<file path="src/rtl/dma_link_sched_pkg.sv">
// rtl/dma_link_sched_pkg.sv - shared types and constants for the DMA link scheduler
package pcie_app_pkg;

  typedef enum logic [1:0] {
    IDLE_ST  = 2'd0,
    ARB_ST   = 2'd1,
    OFFER_ST = 2'd2
  } dma_sched_state_e;

  localparam int DMA_BLK_BYTES = 4096;

endpackage

</file>
<file path="src/rtl/dma_link_sched_if.sv">
// rtl/dma_link_sched_if.sv - link request, grant handshake and HIP completion bundle
interface dma_link_sched_if #(
  parameter int PORTS      = 12,
  parameter int PORT_WIDTH = $clog2(PORTS)
);

  logic [PORTS-1:0]      iLINK_REQ;
  logic [PORTS-1:0]      iLINK_EN;
  logic                  oGNT_VALID;
  logic [PORT_WIDTH-1:0] oGNT_LINK_NUMBER;
  logic [PORTS-1:0]      oLINK_GNT;
  logic                  iGNT_ACK;
  logic                  iHIP_BLK_DONE;
  logic [PORT_WIDTH-1:0] iHIP_LINK_NUMBER;
  logic [PORTS-1:0]      oLINK_BUSY;
  logic [PORT_WIDTH:0]   oOUTSTANDING;
  logic                  oERR_UNEXP_DONE;

  // scheduler side
  modport master (
    input  iLINK_REQ, iLINK_EN, iGNT_ACK, iHIP_BLK_DONE, iHIP_LINK_NUMBER,
    output oGNT_VALID, oGNT_LINK_NUMBER, oLINK_GNT, oLINK_BUSY, oOUTSTANDING, oERR_UNEXP_DONE
  );

  // link engines / HIP side
  modport slave (
    output iLINK_REQ, iLINK_EN, iGNT_ACK, iHIP_BLK_DONE, iHIP_LINK_NUMBER,
    input  oGNT_VALID, oGNT_LINK_NUMBER, oLINK_GNT, oLINK_BUSY, oOUTSTANDING, oERR_UNEXP_DONE
  );

endinterface

</file>
<file path="src/rtl/dma_link_sched_rr_arbiter.sv">
// rtl/dma_link_sched_rr_arbiter.sv - combinational round-robin pick starting at a pointer
module rr_arbiter #(
  parameter int WIDTH = 12,
  parameter int IW    = $clog2(WIDTH)
) (
  input  logic [WIDTH-1:0] req,
  input  logic [IW-1:0]    ptr,
  output logic [WIDTH-1:0] gnt,
  output logic [IW-1:0]    idx,
  output logic             any
);

  logic [2*WIDTH-1:0] req_dbl;
  logic [WIDTH-1:0]   req_rot;
  logic [IW-1:0]      offset;
  logic [IW:0]        sum;

  // rotate requests so the pointer position is bit 0, take the lowest set bit, then un-rotate
  always_comb begin
    req_dbl = {req, req} >> ptr;
    req_rot = req_dbl[WIDTH-1:0];
    any     = 1'b0;
    offset  = '0;
    for (int k = 0; k < WIDTH; k++) begin
      if (!any && req_rot[k]) begin
        any    = 1'b1;
        offset = IW'(k);
      end
    end
    sum = {1'b0, ptr} + {1'b0, offset};
    if (sum >= (IW+1)'(WIDTH)) begin
      sum = sum - (IW+1)'(WIDTH);
    end
    idx = sum[IW-1:0];
    gnt = any ? (WIDTH'(1) << idx) : '0;
  end

endmodule

</file>
<file path="src/rtl/dma_link_sched.sv">
// rtl/dma_link_sched.sv - round-robin 4KB block grant scheduler with global and per-link credit
module dma_link_sched
  import pcie_app_pkg::*;
#(
  parameter int PORTS           = 12,
  parameter int PORT_WIDTH      = $clog2(PORTS),
  parameter int MAX_OUTSTANDING = 2
) (
  input logic              iCLK,
  input logic              iRST,
  dma_link_sched_if.master bus
);

  dma_sched_state_e      state, state_next;
  logic [PORT_WIDTH-1:0] rr_ptr;
  logic [PORT_WIDTH-1:0] winner;
  logic [PORTS-1:0]      winner_oh;
  logic [PORTS-1:0]      busy;
  logic [PORT_WIDTH:0]   outstanding;
  logic                  err;

  logic [PORTS-1:0]      eligible;
  logic [PORTS-1:0]      arb_gnt;
  logic [PORT_WIDTH-1:0] arb_idx;
  logic                  arb_any;
  logic                  has_credit;
  logic                  ack_fire;
  logic [PORTS-1:0]      done_oh;
  logic                  done_ok;
  logic                  done_bad;

  assign eligible   = bus.iLINK_REQ & bus.iLINK_EN & ~busy;
  assign has_credit = outstanding < (PORT_WIDTH+1)'(MAX_OUTSTANDING);

  rr_arbiter #(
    .WIDTH (PORTS),
    .IW    (PORT_WIDTH)
  ) u_rr_arbiter (
    .req (eligible),
    .ptr (rr_ptr),
    .gnt (arb_gnt),
    .idx (arb_idx),
    .any (arb_any)
  );

  // a done link number at or beyond PORTS shifts the one-hot out entirely, so it never hits busy
  always_comb begin
    done_oh  = PORTS'(1) << bus.iHIP_LINK_NUMBER;
    done_ok  = bus.iHIP_BLK_DONE && (|(busy & done_oh));
    done_bad = bus.iHIP_BLK_DONE && !done_ok;
  end

  // next state: arbitrate only with credit, withdraw the offer if the winner loses req/enable
  always_comb begin
    state_next = state;
    ack_fire   = 1'b0;
    case (state)
      IDLE_ST: begin
        if ((|eligible) && has_credit) begin
          state_next = ARB_ST;
        end
      end
      ARB_ST: begin
        state_next = arb_any ? OFFER_ST : IDLE_ST;
      end
      OFFER_ST: begin
        if (bus.iGNT_ACK) begin
          ack_fire   = 1'b1;
          state_next = IDLE_ST;
        end else if (!(|(winner_oh & bus.iLINK_REQ & bus.iLINK_EN))) begin
          state_next = IDLE_ST;
        end
      end
      default: state_next = IDLE_ST;
    endcase
  end

  // state register
  always_ff @(posedge iCLK) begin
    if (iRST) begin
      state <= IDLE_ST;
    end else begin
      state <= state_next;
    end
  end

  // winner capture, pointer advance, busy vector, credit count and sticky error
  always_ff @(posedge iCLK) begin
    if (iRST) begin
      rr_ptr      <= '0;
      winner      <= '0;
      winner_oh   <= '0;
      busy        <= '0;
      outstanding <= '0;
      err         <= 1'b0;
    end else begin
      if (state == ARB_ST) begin
        winner    <= arb_idx;
        winner_oh <= arb_gnt;
      end
      if (ack_fire) begin
        rr_ptr <= (winner == PORT_WIDTH'(PORTS-1)) ? '0 : winner + 1'b1;
      end
      busy <= (busy & ~(done_ok ? done_oh : '0)) | (ack_fire ? winner_oh : '0);
      case ({ack_fire, done_ok})
        2'b10:   outstanding <= outstanding + 1'b1;
        2'b01:   outstanding <= outstanding - 1'b1;
        default: outstanding <= outstanding;
      endcase
      if (done_bad) begin
        err <= 1'b1;
      end
    end
  end

  assign bus.oGNT_VALID       = (state == OFFER_ST);
  assign bus.oGNT_LINK_NUMBER = winner;
  assign bus.oLINK_GNT        = (state == OFFER_ST) ? winner_oh : '0;
  assign bus.oLINK_BUSY       = busy;
  assign bus.oOUTSTANDING     = outstanding;
  assign bus.oERR_UNEXP_DONE  = err;

endmodule

</file>
<file path="src/flat_wrapper.sv">
// flat-port wrapper written by rule: the top's interface ports become plain ports
module dma_link_sched_flat import pcie_app_pkg::*;
#(
  parameter int PORTS           = 12,
  parameter int PORT_WIDTH      = $clog2(PORTS),
  parameter int MAX_OUTSTANDING = 2
)
  (iCLK, iRST, bus_iLINK_REQ, bus_iLINK_EN, bus_iGNT_ACK, bus_iHIP_BLK_DONE, bus_iHIP_LINK_NUMBER, bus_oGNT_VALID, bus_oGNT_LINK_NUMBER, bus_oLINK_GNT, bus_oLINK_BUSY, bus_oOUTSTANDING, bus_oERR_UNEXP_DONE);
  dma_link_sched_if #(.PORTS(PORTS), .PORT_WIDTH(PORT_WIDTH)) bus_i ();
  input logic iCLK;
  input logic iRST;
  input wire logic [$bits(bus_i.iLINK_REQ)-1:0] bus_iLINK_REQ;
  input wire logic [$bits(bus_i.iLINK_EN)-1:0] bus_iLINK_EN;
  input wire logic [$bits(bus_i.iGNT_ACK)-1:0] bus_iGNT_ACK;
  input wire logic [$bits(bus_i.iHIP_BLK_DONE)-1:0] bus_iHIP_BLK_DONE;
  input wire logic [$bits(bus_i.iHIP_LINK_NUMBER)-1:0] bus_iHIP_LINK_NUMBER;
  output wire logic [$bits(bus_i.oGNT_VALID)-1:0] bus_oGNT_VALID;
  output wire logic [$bits(bus_i.oGNT_LINK_NUMBER)-1:0] bus_oGNT_LINK_NUMBER;
  output wire logic [$bits(bus_i.oLINK_GNT)-1:0] bus_oLINK_GNT;
  output wire logic [$bits(bus_i.oLINK_BUSY)-1:0] bus_oLINK_BUSY;
  output wire logic [$bits(bus_i.oOUTSTANDING)-1:0] bus_oOUTSTANDING;
  output wire logic [$bits(bus_i.oERR_UNEXP_DONE)-1:0] bus_oERR_UNEXP_DONE;
  assign bus_i.iLINK_REQ = bus_iLINK_REQ;
  assign bus_i.iLINK_EN = bus_iLINK_EN;
  assign bus_i.iGNT_ACK = bus_iGNT_ACK;
  assign bus_i.iHIP_BLK_DONE = bus_iHIP_BLK_DONE;
  assign bus_i.iHIP_LINK_NUMBER = bus_iHIP_LINK_NUMBER;
  assign bus_oGNT_VALID = bus_i.oGNT_VALID;
  assign bus_oGNT_LINK_NUMBER = bus_i.oGNT_LINK_NUMBER;
  assign bus_oLINK_GNT = bus_i.oLINK_GNT;
  assign bus_oLINK_BUSY = bus_i.oLINK_BUSY;
  assign bus_oOUTSTANDING = bus_i.oOUTSTANDING;
  assign bus_oERR_UNEXP_DONE = bus_i.oERR_UNEXP_DONE;
  dma_link_sched #(.PORTS(PORTS), .PORT_WIDTH(PORT_WIDTH), .MAX_OUTSTANDING(MAX_OUTSTANDING)) u_core (.iCLK(iCLK), .iRST(iRST), .bus(bus_i));
endmodule
</file>
<file path="config.mk">
export PLATFORM = sky130hd
export DESIGN_NAME = dma_link_sched_flat
export DESIGN_NICKNAME = d
export VERILOG_FILES = /design/src/rtl/dma_link_sched_pkg.sv /design/src/rtl/dma_link_sched_if.sv /design/src/rtl/dma_link_sched_rr_arbiter.sv /design/src/rtl/dma_link_sched.sv /design/src/flat_wrapper.sv
export SDC_FILE = /design/constraint.sdc
export NUM_CORES = 1
export LEC_CHECK = 0
export CELL_PAD_IN_SITES_DETAIL_PLACEMENT = 1
export CELL_PAD_IN_SITES_GLOBAL_PLACEMENT = 1
export CORE_AREA = 2 2 97 99
export DETAILED_ROUTE_END_ITERATION = 8
export DIE_AREA = 0 0 99 101
export GPL_TIMING_DRIVEN = 1
export PLACE_DENSITY = 0.77
export SLEW_MARGIN = 20
export SYNTH_ARGS = -nofsm -noshare
export SYNTH_HDL_FRONTEND = slang
export SYNTH_SLANG_ARGS = --single-unit
</file>
<file path="constraint.sdc">
create_clock -name iCLK -period 6.11 [get_ports iCLK]
set_input_delay 1.222 -clock iCLK [delete_from_list [all_inputs] [get_ports iCLK]]
set_output_delay 1.222 -clock iCLK [all_outputs]
set_load 0.1 [all_outputs]
</file>
After elaboration in Yosys (flattened, before gate mapping)
Cells that the tools add are included.

Bits in registers: 40. Output and inout bits: 35.

Add/sub/neg operators: 5. $lt $le $gt $ge: 2. Equality and inequality tests: 7. Shifts and indexed selects: 3. Multiplexer cells: 37. Bitwise logic cells: 9. Reductions and logical operators: 32.

Operator list (count): $and A12 B12 Y12 (6); $mux W12 (4); $mux W4 (12); $reduce_or A12 Y1 (3); $not A12 Y12 (2); $shl A1 B4 Y12 const A (2); $shr A24 B4 Y12 (1); $mux W1 (15); $logic_and A1 B1 Y1 (14); $logic_not A1 Y1 (12); $or A12 B12 Y12 (1); $pmux W5 S2 (1); $mux W2 (4); $pmux W2 S3 (1); $add A4 B4 Y5 (1); $add A5 B1 Y5 const B (1); $ge A5 B4 Y1 const B (1); $lt A5 B2 Y1 const B (1); $sub A5 B1 Y5 const B (1); $add A4 B1 Y4 const B (1); $eq A2 B1 Y1 const B (2); $eq A2 B2 Y1 const B (2); $eq A4 B4 Y1 const B (1); $sub A4 B4 Y4 const B (1); other kinds (5) (5).

Logic depth before layout (Yosys ltp)
Depth after elaboration: 42. Gate-level depth with buffers: 22.

Modules after synthesis
From an unflattened synthesis, not the netlist that was laid out.

Cell total of the unflattened synthesis: 440. Area, all modules: 3468.3 µm².

Modules (own cells, without submodules): dma_link_sched (instances 1, cells each 303, area an instance 2308.5 µm², sequential area each 800.8 µm²); rr_arbiter (instances 1, cells each 137, area an instance 1159.9 µm², sequential area each 0.0 µm²).

Worst setup path before layout
No wires, ideal clock.

Kind: input -> register. Start point: input port bus_iLINK_REQ[8]. End point: register u_core.winner_oh[5]. Library setup time: 0.117 ns. Arrival: 5.441 ns. Data required time: 5.993 ns. Path slack: 0.551 ns. Stages: 19. Path buffers: 0. Cell sequence: nand3b_1 -> mux4_2 -> o221ai_1 -> inv_1 -> o211ai_1 -> or3b_2 -> a31oi_1 -> ha_1 -> a21o_1 -> a21oi_1 -> xor2_1 -> inv_1 -> ha_1 -> a221oi_1 -> a21oi_1 -> a21oi_1 -> and3b_1 -> nor2b_1 -> a32o_1.

Cells in the longest elaborated chain, start to end: 42. Elaborated cells between the ends (all ways): 54.

Ends and longest elaborated chain: start: declaration (RTL line flat_wrapper.sv:12) `input wire logic [$bits(bus_i.iLINK_REQ)-1:0] bus_iLINK_REQ;`; $and A12 B12 Y12 (*) (2 in a row) (RTL line dma_link_sched.sv:32) `assign eligible = bus.iLINK_REQ & bus.iLINK_EN & ~busy;`; $shr A24 B4 Y12 (*) (RTL line dma_link_sched_rr_arbiter.sv:20) `req_dbl = {req, req} >> ptr;`; $mux W1 (RTL line dma_link_sched_rr_arbiter.sv:25) `if (!any && req_rot[k]) begin`; $logic_not A1 Y1 (RTL line dma_link_sched_rr_arbiter.sv:25); $logic_and A1 B1 Y1 (RTL line dma_link_sched_rr_arbiter.sv:25); $mux W1 (RTL line dma_link_sched_rr_arbiter.sv:25); $logic_not A1 Y1 (RTL line dma_link_sched_rr_arbiter.sv:25); $logic_and A1 B1 Y1 (RTL line dma_link_sched_rr_arbiter.sv:25); (+25 left out); $logic_not A1 Y1 (RTL line dma_link_sched_rr_arbiter.sv:25); $logic_and A1 B1 Y1 (RTL line dma_link_sched_rr_arbiter.sv:25); $mux W4 (RTL line dma_link_sched_rr_arbiter.sv:25); $add A4 B4 Y5 (RTL line dma_link_sched_rr_arbiter.sv:30) `sum = {1'b0, ptr} + {1'b0, offset};`; $sub A4 B4 Y4 / $ge A5 B4 Y1 (equally long branches) (RTL line dma_link_sched_rr_arbiter.sv:32, dma_link_sched_rr_arbiter.sv:31); $mux W4 (RTL line dma_link_sched_rr_arbiter.sv:31) `if (sum >= (IW+1)'(WIDTH)) begin`; $shl A1 B4 Y12 (RTL line dma_link_sched_rr_arbiter.sv:35) `gnt = any ? (WIDTH'(1) << idx) : '0;`; $mux W12 (*) (RTL line dma_link_sched_rr_arbiter.sv:35); end signal: assignment (RTL line dma_link_sched.sv:99) `winner_oh <= arb_gnt;`; end: declaration (RTL line dma_link_sched.sv:17) `logic [PORTS-1:0] winner_oh;`.

Every way passes the cells marked *; elsewhere a longest branch is shown, timed or not. A chain may end at the register's enable or synchronous reset.

Final worst setup path
Start point: input port bus_iLINK_EN[9]. End point: register u_core.winner_oh[3].

Cells in the longest elaborated chain, start to end: 42. Elaborated cells between the ends (all ways): 54.

Ends and longest elaborated chain: start: declaration (RTL line flat_wrapper.sv:13) `input wire logic [$bits(bus_i.iLINK_EN)-1:0] bus_iLINK_EN;`; $and A12 B12 Y12 (*) (2 in a row) (RTL line dma_link_sched.sv:32); $shr A24 B4 Y12 (*) (RTL line dma_link_sched_rr_arbiter.sv:20); $mux W1 (RTL line dma_link_sched_rr_arbiter.sv:25); $logic_not A1 Y1 (RTL line dma_link_sched_rr_arbiter.sv:25); $logic_and A1 B1 Y1 (RTL line dma_link_sched_rr_arbiter.sv:25); $mux W1 (RTL line dma_link_sched_rr_arbiter.sv:25); $logic_not A1 Y1 (RTL line dma_link_sched_rr_arbiter.sv:25); $logic_and A1 B1 Y1 (RTL line dma_link_sched_rr_arbiter.sv:25); (+25 left out); $logic_not A1 Y1 (RTL line dma_link_sched_rr_arbiter.sv:25); $logic_and A1 B1 Y1 (RTL line dma_link_sched_rr_arbiter.sv:25); $mux W4 (RTL line dma_link_sched_rr_arbiter.sv:25); $add A4 B4 Y5 (RTL line dma_link_sched_rr_arbiter.sv:30); $sub A4 B4 Y4 / $ge A5 B4 Y1 (equally long branches) (RTL line dma_link_sched_rr_arbiter.sv:32, dma_link_sched_rr_arbiter.sv:31); $mux W4 (RTL line dma_link_sched_rr_arbiter.sv:31); $shl A1 B4 Y12 (RTL line dma_link_sched_rr_arbiter.sv:35); $mux W12 (*) (RTL line dma_link_sched_rr_arbiter.sv:35).

Marked as above.

==> results.txt <==
status - finished clean
IO Port Bufs - 66
CTS Sinks - 40
Critical Path Fanout Max - 7
GP Congestion - 0.841
EDFF count, synth - 0
Reg2Reg Setup Slack - 760 ps
ANT cells - 0
Max Fclk - 168 MHz
reg2reg end - u_core.winner_oh[3]
TritonCTS clock tree - yes
post-DP HPWL - 9830 um
io pins - 67
min Tclk post-route - 5970 ps
1st-iter DRT viols - 187
top post-synthesis cells by area - dfxtp_1 23%, mux4_2 7.2%, mux2i_1 5.0%
Worst Hold Class - flop to flop
final setup vio count - 0
die area - 10000 sq um
Chip Width - 99 um
H-tree levels - 2
synth unique cells - 61
die span in y - 101 um
Mapped Area - 3430 sq um
Util after Layout - 50.1%
row cnt - 35
vias - 3,689
share of layout cells above drive strength 1 - 13.9%
Worst Skew - 12.0 ps
CTS Buf Count - 5
slew margin rel. - 31.9%
first-pass GRT wire length - 20,400 um
crit start category - primary input
CTS Root Cell - clkbuf_8
#FFs+latches synth - 40
peak supply drop - 0.125 mV
worst skew pair latency - 310 ps
critical setup path kind - primary input to flop
Synth Area in XOR/XNOR - 1.79%
post-DR wirelength/cell - 21.0 um
Synthesized Nets - 457
# DRC - 0
fin crit share - 97.6%
CP startpoint - bus_iLINK_EN[9]
Max Slew Vio Count - 0
CP Capture Point - u_core.winner_oh[3]
compound-gate portion of the synthesized area - 21.1%
Post-Synth Adder-Cell Area - 4.81%
area share of and/or/nand/nor cells after synthesis - 28.7%
Synth Warn # - 0
Post-Synthesis Cells - 413
Main synth FF type - dfxtp_1
final net count - 540
fillers - 1,079
GRT overflow - 0
worst r2r src - u_core.rr_ptr[2]
largest family of logic cells by synthesized area - simple AND/OR/NAND/NOR gates
antenna violations before repair - 0
clock-pin slew on the worst setup and hold paths - 90 ps
Finished Layout Cells - 608
total core area - 8980 sq um
crit end category - flop
worst-margin pin slew - 1020 ps
leak pwr - 1.68 nW
Final Hold Fails - 0
max cap viols - 0
worst reg-to-reg path cell count - 19
DR pass1 iterations - 4
Synth area leader - dfxtp_1
mux cell area share after synthesis - 15.2%
Hold Path Stages - 2
ys async rst share - 0%
post-route antenna net violation count - 0
post-route cell area - 4500 sq um
Placed Cells - 598
Yosys top cell area share - 23.3%
WP data required - 6290 ps
Layout area overhead - 31.0%
vias in the first global route - 3,914
PD cells - 199 nW/um^2
mean post-synth cell area - 8.32 sq um
DP Area - 4340 sq um
CP Data Arrival Time - 6150 ps
GRT Total Usage - 25.6%
pin count of the biggest net entering global routing - 32
Routed WL - 12,800 um
Clock Path Buffers - 2
register area share after synthesis - 23.3%
Vias/cell - 6.07
Initial Util - 38.3%
cell families (layout without fill, tap and decap cells):
group,count (synthesis),after routing
compound gates,108,108
xor+xnor,7,7
fa+ha+maj,12,12
buf+inv,36,120
flops,40,40
mux,36,36
simple gates,174,174
per-layer routing:
layer | vias up | global-route usage [%] | wire [um]
li1 | 1732 | - | -
met1 | 1819 | 31.6 | 5560
met2 | 113 | 44.5 | 6150
met3 | 25 | 5.34 | 743
met4 | 0 | 8.32 | 318
met5 | - | 0 | 0
registers in the layout, indices dropped and copies added (netlist names):
register                     count
u_core.bus.oERR_UNEXP_DONE       1
u_core.state                     2
u_core.rr_ptr                    4
u_core.bus.oGNT_LINK_NUMBER      4
u_core.bus.oLINK_BUSY           12
u_core.winner_oh                12
u_core.bus.oOUTSTANDING          5
report_power, final:
part           switching (mW)  internal [mW]  total, mW
clock network           0.104          0.134      0.238
registers              0.0249          0.274      0.299
logic                   0.213          0.147      0.360
cell usage after synthesis (all sizes together) (10+ instances only):
| master | n |
|---|---|
| ha | 10 |
| inv | 13 |
| buf | 10 |
| a21oi | 31 |
| mux2i | 17 |
| o21ai | 24 |
| nand3 | 16 |
| a32o | 10 |
| nor2 | 32 |
| clkbuf | 13 |
| mux4 | 12 |
| nand3b | 16 |
| and2 | 20 |
| dfxtp | 40 |
| nand2 | 32 |
stage by stage:
stage,setup WS (ps),hold slack [ps],TNS [ps],total power [mW]
2_1_floorplan,551,449,0,0.518
4_1_cts,47.8,513,0,0.891
3_3_place_gp,-7.09,459,-14.1,0.642
3_5_place_dp,-207,496,-1710,0.653
5_1_grt,-61.8,550,-208,0.939
6_report,144,519,0,0.897
worst min path at each step:
stage | startpoint | endpoint | slack, ps
after CTS | u_core.bus.oGNT_LINK_NUMBER[1] | u_core.bus.oGNT_LINK_NUMBER[1] | 510
final | u_core.bus.oGNT_LINK_NUMBER[1] | u_core.bus.oGNT_LINK_NUMBER[1] | 520
after global routing | u_core.bus.oGNT_LINK_NUMBER[1] | u_core.bus.oGNT_LINK_NUMBER[1] | 550
after detailed placement | u_core.bus.oERR_UNEXP_DONE | u_core.bus.oERR_UNEXP_DONE | 500
after global placement | u_core.bus.oERR_UNEXP_DONE | u_core.bus.oERR_UNEXP_DONE | 460
after floorplan | u_core.winner_oh[11] | u_core.bus.oLINK_BUSY[11] | 450
final cells by class:
cell class              count  area, sq um  area share [%]
clock buffers               6         82.6            1.84
multi-input cells         337         2480            55.1
clock inverters             2         38.8           0.862
flip-flops and latches     40          801            17.8
well taps                 111          139            3.09
repair buffers             99          908            20.2
inverters                  13         48.8            1.08
timing repair:
item,CTS,global route
buffers inserted,0,2
resized for setup,0,4
hold buffers,0,0
setup endpoints to repair,0,12
worst max-delay path, stage by stage:
cell	delay (ps)
clkdlybuf4s50_1	510
nand3b_1	90
buf_4	170
mux4_2	450
a211o_1	350
nor3b_1	150
o21ai_0	380
nor4_1	140
a211o_1	340
ha_1	210
fa_1	420
xor2_1	200
ha_1	220
a221oi_2	320
a21oi_1	140
a21oi_2	220
and3b_1	220
buf_4	140
a32o_1	260
cells in the final DEF (no fill, tap or decap), types with 5 or more instances in the layout:
cell type,n
and4b_1,6
nand3b_1,16
nor2_1,32
nand2_1,32
nor2b_1,7
nor4_1,7
clkdlybuf4s50_1,66
mux4_2,11
clkbuf_8,6
mux2_2,7
a32o_1,10
nor3_1,6
o21ai_0,23
inv_1,12
ha_1,10
a21oi_1,30
nand3_1,16
nor4bb_1,5
o211ai_1,6
nand4_1,6
and2_1,20
mux2i_1,17
xor2_1,5
buf_4,33
dfxtp_1,40
No activity file was read; power rests on OpenSTA's default activity.
